[src/rtl/cnn_layer_accel_row_read_sequencer.sv]
// rtl/cnn_layer_accel_row_read_sequencer.sv - row-by-row fetch/read sequencer for the prefetch buffer
// Defining ROW_SEQ_STATS_EN builds the saturating fetch/cancel statistics counters.
module cnn_layer_accel_row_read_sequencer #(
  parameter int C_CLG2_DEPTH  = 10,
  parameter int C_PIXEL_WIDTH = 16,
  parameter int C_RD_LATENCY  = 2
) (
  input  logic                     rd_clk,
  input  logic                     rst,
  input  logic                     start,
  input  logic [C_CLG2_DEPTH-1:0]  num_rows,
  input  logic [C_CLG2_DEPTH-1:0]  num_cols,
  output logic                     row_fetch_req,
  input  logic                     row_fetched,
  input  logic                     cncl_fetch_req,
  output logic                     rd_en,
  output logic                     rst_addr,
  output logic                     next_row,
  output logic [C_CLG2_DEPTH-1:0]  input_row,
  output logic [C_CLG2_DEPTH-1:0]  input_col,
  input  logic [C_PIXEL_WIDTH-1:0] pix_in,
  input  logic                     out_stall,
  output logic [C_PIXEL_WIDTH-1:0] pix_out,
  output logic                     pix_valid,
  output logic                     busy,
  output logic                     done,
  output logic [15:0]              stat_fetch_cnt,
  output logic [15:0]              stat_cncl_cnt
);

  localparam int W = C_CLG2_DEPTH;

  typedef enum logic [2:0] {
    S_IDLE,
    S_FETCH,
    S_WAIT,
    S_READ,
    S_ROW_END,
    S_DRAIN
  } state_t;

  state_t                   state_q, state_d;
  logic [W-1:0]             rows_q, rows_d;
  logic [W-1:0]             cols_q, cols_d;
  logic [W-1:0]             row_q, row_d;
  logic [W-1:0]             col_q, col_d;
  logic                     req_q, req_d;
  logic                     next_row_q, next_row_d;
  logic                     done_q, done_d;
  logic                     busy_q, busy_d;
  logic [C_RD_LATENCY-1:0]  vld_sr_q, vld_sr_d;
  logic [C_PIXEL_WIDTH-1:0] pix_q, pix_d;
  logic                     pix_valid_q, pix_valid_d;

  // rd_en follows out_stall in the same cycle so the coordinates always match the read.
  assign rd_en = (state_q == S_READ) && !out_stall;

  always_comb begin
    state_d     = state_q;
    rows_d      = rows_q;
    cols_d      = cols_q;
    row_d       = row_q;
    col_d       = col_q;
    req_d       = 1'b0;
    next_row_d  = 1'b0;
    done_d      = 1'b0;
    vld_sr_d    = (vld_sr_q << 1) | C_RD_LATENCY'(rd_en);
    pix_valid_d = vld_sr_q[C_RD_LATENCY-1];
    pix_d       = vld_sr_q[C_RD_LATENCY-1] ? pix_in : pix_q;

    case (state_q)
      S_IDLE: begin
        if (start) begin
          rows_d = num_rows;
          cols_d = num_cols;
          row_d  = '0;
          col_d  = '0;
          if (num_rows == '0 || num_cols == '0) begin
            done_d = 1'b1;
          end else begin
            state_d = S_FETCH;
          end
        end
      end
      S_FETCH: begin
        if (cncl_fetch_req) begin
          state_d = S_READ;
        end else begin
          req_d   = 1'b1;
          state_d = S_WAIT;
        end
      end
      S_WAIT: begin
        if (row_fetched) begin
          state_d = S_READ;
        end else begin
          req_d = 1'b1;
        end
      end
      S_READ: begin
        if (rd_en) begin
          col_d = col_q + W'(1);
          if (col_q == cols_q - W'(1)) begin
            state_d    = S_ROW_END;
            next_row_d = 1'b1;
          end
        end
      end
      S_ROW_END: begin
        col_d = '0;
        if (row_q == rows_q - W'(1)) begin
          state_d = S_DRAIN;
        end else begin
          row_d   = row_q + W'(1);
          state_d = S_FETCH;
        end
      end
      S_DRAIN: begin
        if (vld_sr_q == '0) begin
          done_d  = 1'b1;
          state_d = S_IDLE;
        end
      end
      default: state_d = S_IDLE;
    endcase

    busy_d = (state_d != S_IDLE);
  end

  always_ff @(posedge rd_clk) begin
    if (rst) begin
      state_q     <= S_IDLE;
      rows_q      <= '0;
      cols_q      <= '0;
      row_q       <= '0;
      col_q       <= '0;
      req_q       <= 1'b0;
      next_row_q  <= 1'b0;
      done_q      <= 1'b0;
      busy_q      <= 1'b0;
      vld_sr_q    <= '0;
      pix_q       <= '0;
      pix_valid_q <= 1'b0;
    end else begin
      state_q     <= state_d;
      rows_q      <= rows_d;
      cols_q      <= cols_d;
      row_q       <= row_d;
      col_q       <= col_d;
      req_q       <= req_d;
      next_row_q  <= next_row_d;
      done_q      <= done_d;
      busy_q      <= busy_d;
      vld_sr_q    <= vld_sr_d;
      pix_q       <= pix_d;
      pix_valid_q <= pix_valid_d;
    end
  end

  assign row_fetch_req = req_q;
  assign next_row      = next_row_q;
  assign rst_addr      = next_row_q;
  assign input_row     = row_q;
  assign input_col     = col_q;
  assign pix_out       = pix_q;
  assign pix_valid     = pix_valid_q;
  assign busy          = busy_q;
  assign done          = done_q;

`ifdef ROW_SEQ_STATS_EN
  logic [15:0] fetch_cnt_q, fetch_cnt_d;
  logic [15:0] cncl_cnt_q, cncl_cnt_d;

  always_comb begin
    fetch_cnt_d = fetch_cnt_q;
    cncl_cnt_d  = cncl_cnt_q;
    if (state_q == S_IDLE && start) begin
      fetch_cnt_d = '0;
      cncl_cnt_d  = '0;
    end else begin
      if (state_q == S_WAIT && row_fetched && fetch_cnt_q != 16'hFFFF) begin
        fetch_cnt_d = fetch_cnt_q + 16'd1;
      end
      if (state_q == S_FETCH && cncl_fetch_req && cncl_cnt_q != 16'hFFFF) begin
        cncl_cnt_d = cncl_cnt_q + 16'd1;
      end
    end
  end

  always_ff @(posedge rd_clk) begin
    if (rst) begin
      fetch_cnt_q <= '0;
      cncl_cnt_q  <= '0;
    end else begin
      fetch_cnt_q <= fetch_cnt_d;
      cncl_cnt_q  <= cncl_cnt_d;
    end
  end

  assign stat_fetch_cnt = fetch_cnt_q;
  assign stat_cncl_cnt  = cncl_cnt_q;
`else
  assign stat_fetch_cnt = '0;
  assign stat_cncl_cnt  = '0;
`endif

endmodule
[config.mk]
export PLATFORM = sky130hd
export DESIGN_NAME = cnn_layer_accel_row_read_sequencer
export DESIGN_NICKNAME = d
export VERILOG_FILES = /design/src/rtl/cnn_layer_accel_row_read_sequencer.sv
export SDC_FILE = /design/constraint.sdc
export NUM_CORES = 1
export LEC_CHECK = 0
export CORE_UTILIZATION = 45
export CTS_CLUSTER_DIAMETER = 100
export DETAILED_ROUTE_END_ITERATION = 7
export GPL_TIMING_DRIVEN = 0
export PLACE_DENSITY = 0.79
export SLEW_MARGIN = 20
export SYNTH_ARGS = -nofsm -noshare
export SYNTH_HDL_FRONTEND = slang
export SYNTH_SLANG_ARGS = --single-unit
[constraint.sdc]
create_clock -name rd_clk -period 6.4 [get_ports rd_clk]
set_input_delay 1.28 -clock rd_clk [delete_from_list [all_inputs] [get_ports rd_clk]]
set_output_delay 1.28 -clock rd_clk [all_outputs]
set_load 0.02 [all_outputs]
==> results.py <==
metrics = {
    "outcome": {
        "status": "complete, no violations",
    },
    "logic_synthesis": {
        "ys_seq_area_frac": 0.374,
        "synth_top_area_cell": "dfxtp_1",
        "synthFlopType": "dfxtp_1",
        "synth.most_common_cell": "dfxtp_1",
        "synth_area_sq_um": 3530,
        "synth_warnings": 0,
        "synth-edff-count": 0,
        "synth_top_area_share": 0.374,
        "synth.top_cells.by_count": "66 x dfxtp_1, 57 x nand2_1, 43 x nor2_1",
        "synthesis.instances": 429,
        "synth-async-reset-ratio": 0,
        "synth.distinct_cells": 52,
        "syn_avg_cell_area_sq_um": 8.23,
        "ys_ff_latch": 66,
        "ys_top_cells_by_area": "dfxtp_1 37%, buf_4 7.0%, nand2_1 6.1%, a21oi_1 5.1%, mux2i_1 5.1%",
    },
    "detailed_routing": {
        "viasPerCell": 5.06,
        "via_count": 3332,
        "drt_first_pass_iters": 4,
        "wl_um": 8660,
        "drt_iter0_markers": 123,
        "drcViolationCount": 0,
        "drtAntennaViolNets": 0,
        "wl_per_cell_um": 13.1,
    },
    "cells_and_area": {
        "drive_gt1_frac": 0.102,
        "n_antenna_cell": 0,
        "finish.utilization": 0.652,
        "multi_input_area_sq_um": 1960,
        "nets": 601,
        "fin_cells": 659,
        "fill_cells": 641,
        "stdcell_area_sq_um": 4830,
        "area_growth_pct": 36.8,
        "regArea_sq_um": 1320,
    },
    "cts": {
        "cts.htree.levels": 3,
        "cts.path.max_buffers": 2,
        "post_cts_buffers": 0,
        "clock_latency_ps": 350,
        "cts_sinks": 66,
        "ctsResizeCount": 0,
        "cts_root_buf": "clkbuf_8",
        "cts_tree": "yes",
        "cts.clk_slew.worst_paths_ps": 70,
        "cts_made_buffers": 9,
        "ctsHoldBuffers": 0,
    },
    "floorplan": {
        "dieArea_sq_um": 8200,
        "initial_core_util": 0.477,
        "ios": 117,
        "die_w_um": 90.6,
        "die_y_um": 90.6,
        "rows": 31,
        "core_sq_um": 7410,
    },
    "grt": {
        "grt_max_degree": 12,
        "grt_pass1_wl_um": 14200,
        "grt_pass1_vias": 3068,
        "grt_overflow": 0,
        "antenna_found_initial": 0,
        "grt_usage": 0.214,
    },
    "placed_design": {
        "dp_hpwl_um": 6510,
        "portBuffers": 84,
        "place_congestion": 0.917,
        "dp.cells": 643,
        "place_area_sq_um": 4610,
        "pre_cts_ws_ps": 2470,
    },
    "timing": {
        "min_period_ps": 3920,
        "hold_violations": 0,
        "holdWs_ps": 467,
        "setup_viol": 0,
        "tightest_slew_ps": 782,
        "max_clock_freq_mhz": 255,
        "period_share": 0.613,
        "worst_slack_ps": 2480,
        "clock_skew_ps": 7.47,
        "rsz0062_at_grt": "false",
        "fin_setup_tns_ps": 0,
        "slew_viol_final": 0,
        "slew_headroom": 0.472,
    },
    "worst_setup_path": {
        "worstPathMaxFanout": 4,
        "start_kind": "input pin",
        "critPathCaptureType": "output port",
        "cp_top_family": "buffers and inverters",
        "crit_slowest_cell": "clkdlybuf4s50_1",
        "path_cells": "clkdlybuf4s50_1, nand4bb_1, inv_1, clkdlybuf4s50_1",
        "arrival_ps": 2640,
        "crit_required_ps": 5120,
        "crit_type": "in2out",
        "path_buf_inv": 3,
        "slowest_delay_ps": 620,
        "path_common_cell": "clkdlybuf4s50_1",
    },
    "power_and_ir_drop": {
        "p_leak_nw": 1.91,
        "p_per_area_nw_per_um2": 214,
        "max-vdd-ir-drop_v": 0.000118,
        "total_power_mw": 1.03,
    },
    "worst_hold_path": {
        "hp-class": "reg2reg",
    },
    "flow_run": {
        "maxCapViolations": 0,
    },
}
[worst register-to-register path, cell delays in order (launching register included)]
cell and delay, ps:
dfxtp_1 380, inv_1 90, ha_1 200, nor4b_1 520
and4b_1 300, o32ai_2 110, a2111oi_4 480, buf_6 220
o21ai_0 90, a21oi_1 160
[power by group]
group,internal (mW),switching (mW)
Sequential,0.425,0.0157
Combinational,0.0943,0.109
Clock,0.229,0.160
Total,0.748,0.285
[state kept, by name (all words and copies together), names as in the netlist, 2 cells and up]
register   cells
cols_q        10
input_row     10
rows_q        10
vld_sr_q       2
pix_out       16
state_q        3
input_col     10
[cell type report]
| class | count | share of cell area |
|---|---|---|
| multi-input cells | 334 | 0.406 |
| flip-flops and latches | 66 | 0.274 |
| repair buffers | 84 | 0.174 |
| plain buffers | 55 | 0.0720 |
| clock buffers | 11 | 0.0293 |
| well taps | 99 | 0.0256 |
| clock inverters | 5 | 0.0161 |
| inverters | 5 | 0.00389 |
[final timing paths]
kind	start	to	slack (ps)	cells past startpoint
min	vld_sr_q[0]$_SDFF_PP0_	vld_sr_q[1]$_SDFF_PP0_	470	1
max	out_stall	rd_en	2480	4
max reg2reg	rows_q[0]$_SDFFE_PP0P_	input_row[3]$_SDFFE_PP0P_	3760	9
min reg2reg	vld_sr_q[0]$_SDFF_PP0_	vld_sr_q[1]$_SDFF_PP0_	470	1
[logic make-up (layout without fill, tap and decap cells)]
kind of cell / after synthesis / in the layout / synth area share
and+or+nand+nor: 177 / 177 / 0.252
AOI/OAI and AO/OA: 75 / 75 / 0.134
DFF: 66 / 66 / 0.374
buffers and inverters: 60 / 160 / 0.104
xor gates and xnor gates: 28 / 28 / 0.0695
muxes: 18 / 18 / 0.0510
adders and majority gates: 4 / 4 / 0.0142
other: 1 / 32 / 0.00106
[cells in the final DEF, fill, tap and decap left out, types with 2 or more instances in the layout]
master           synthesis  final
clkdlybuf4s50_1          0     84
dfxtp_1                 66     66
nand2_1                 57     57
nor2_1                  43     43
a21oi_1                 36     36
buf_4                   33     33
conb_1                   1     32
mux2i_1                 18     18
clkbuf_1                15     16
xnor2_1                 14     14
xor2_1                  14     14
o21ai_0                 13     13
or3_1                   10     10
clkbuf_8                 0     10
and3_1                   8      8
nand4_1                  7      7
nor3_1                   6      6
nor4_1                   6      6
nor2b_1                  6      6
nand3_1                  6      6
inv_1                    5      5
and2_1                   5      5
or4_1                    5      5
nor4b_1                  4      4
a31oi_1                  4      4
nand2b_1                 4      4
ha_1                     4      4
buf_1                    3      3
o21ai_1                  3      3
a211o_1                  3      3
buf_6                    2      2
o21bai_1                 2      2
o2111ai_1                2      2
o211a_1                  2      2
nor3b_1                  2      2
a32oi_1                  2      2
clkinv_2                 0      2
bufinv_16                0      2
[layer usage]
metal  up-vias  track usage  wire length, um
met4         0       0.0847              158
met5         -            0                0
met1      1539        0.264             3740
met2       102        0.371             4340
li1       1676            -                -
met3        15       0.0345              418
Note: power is estimated with default switching activity, not from simulation.
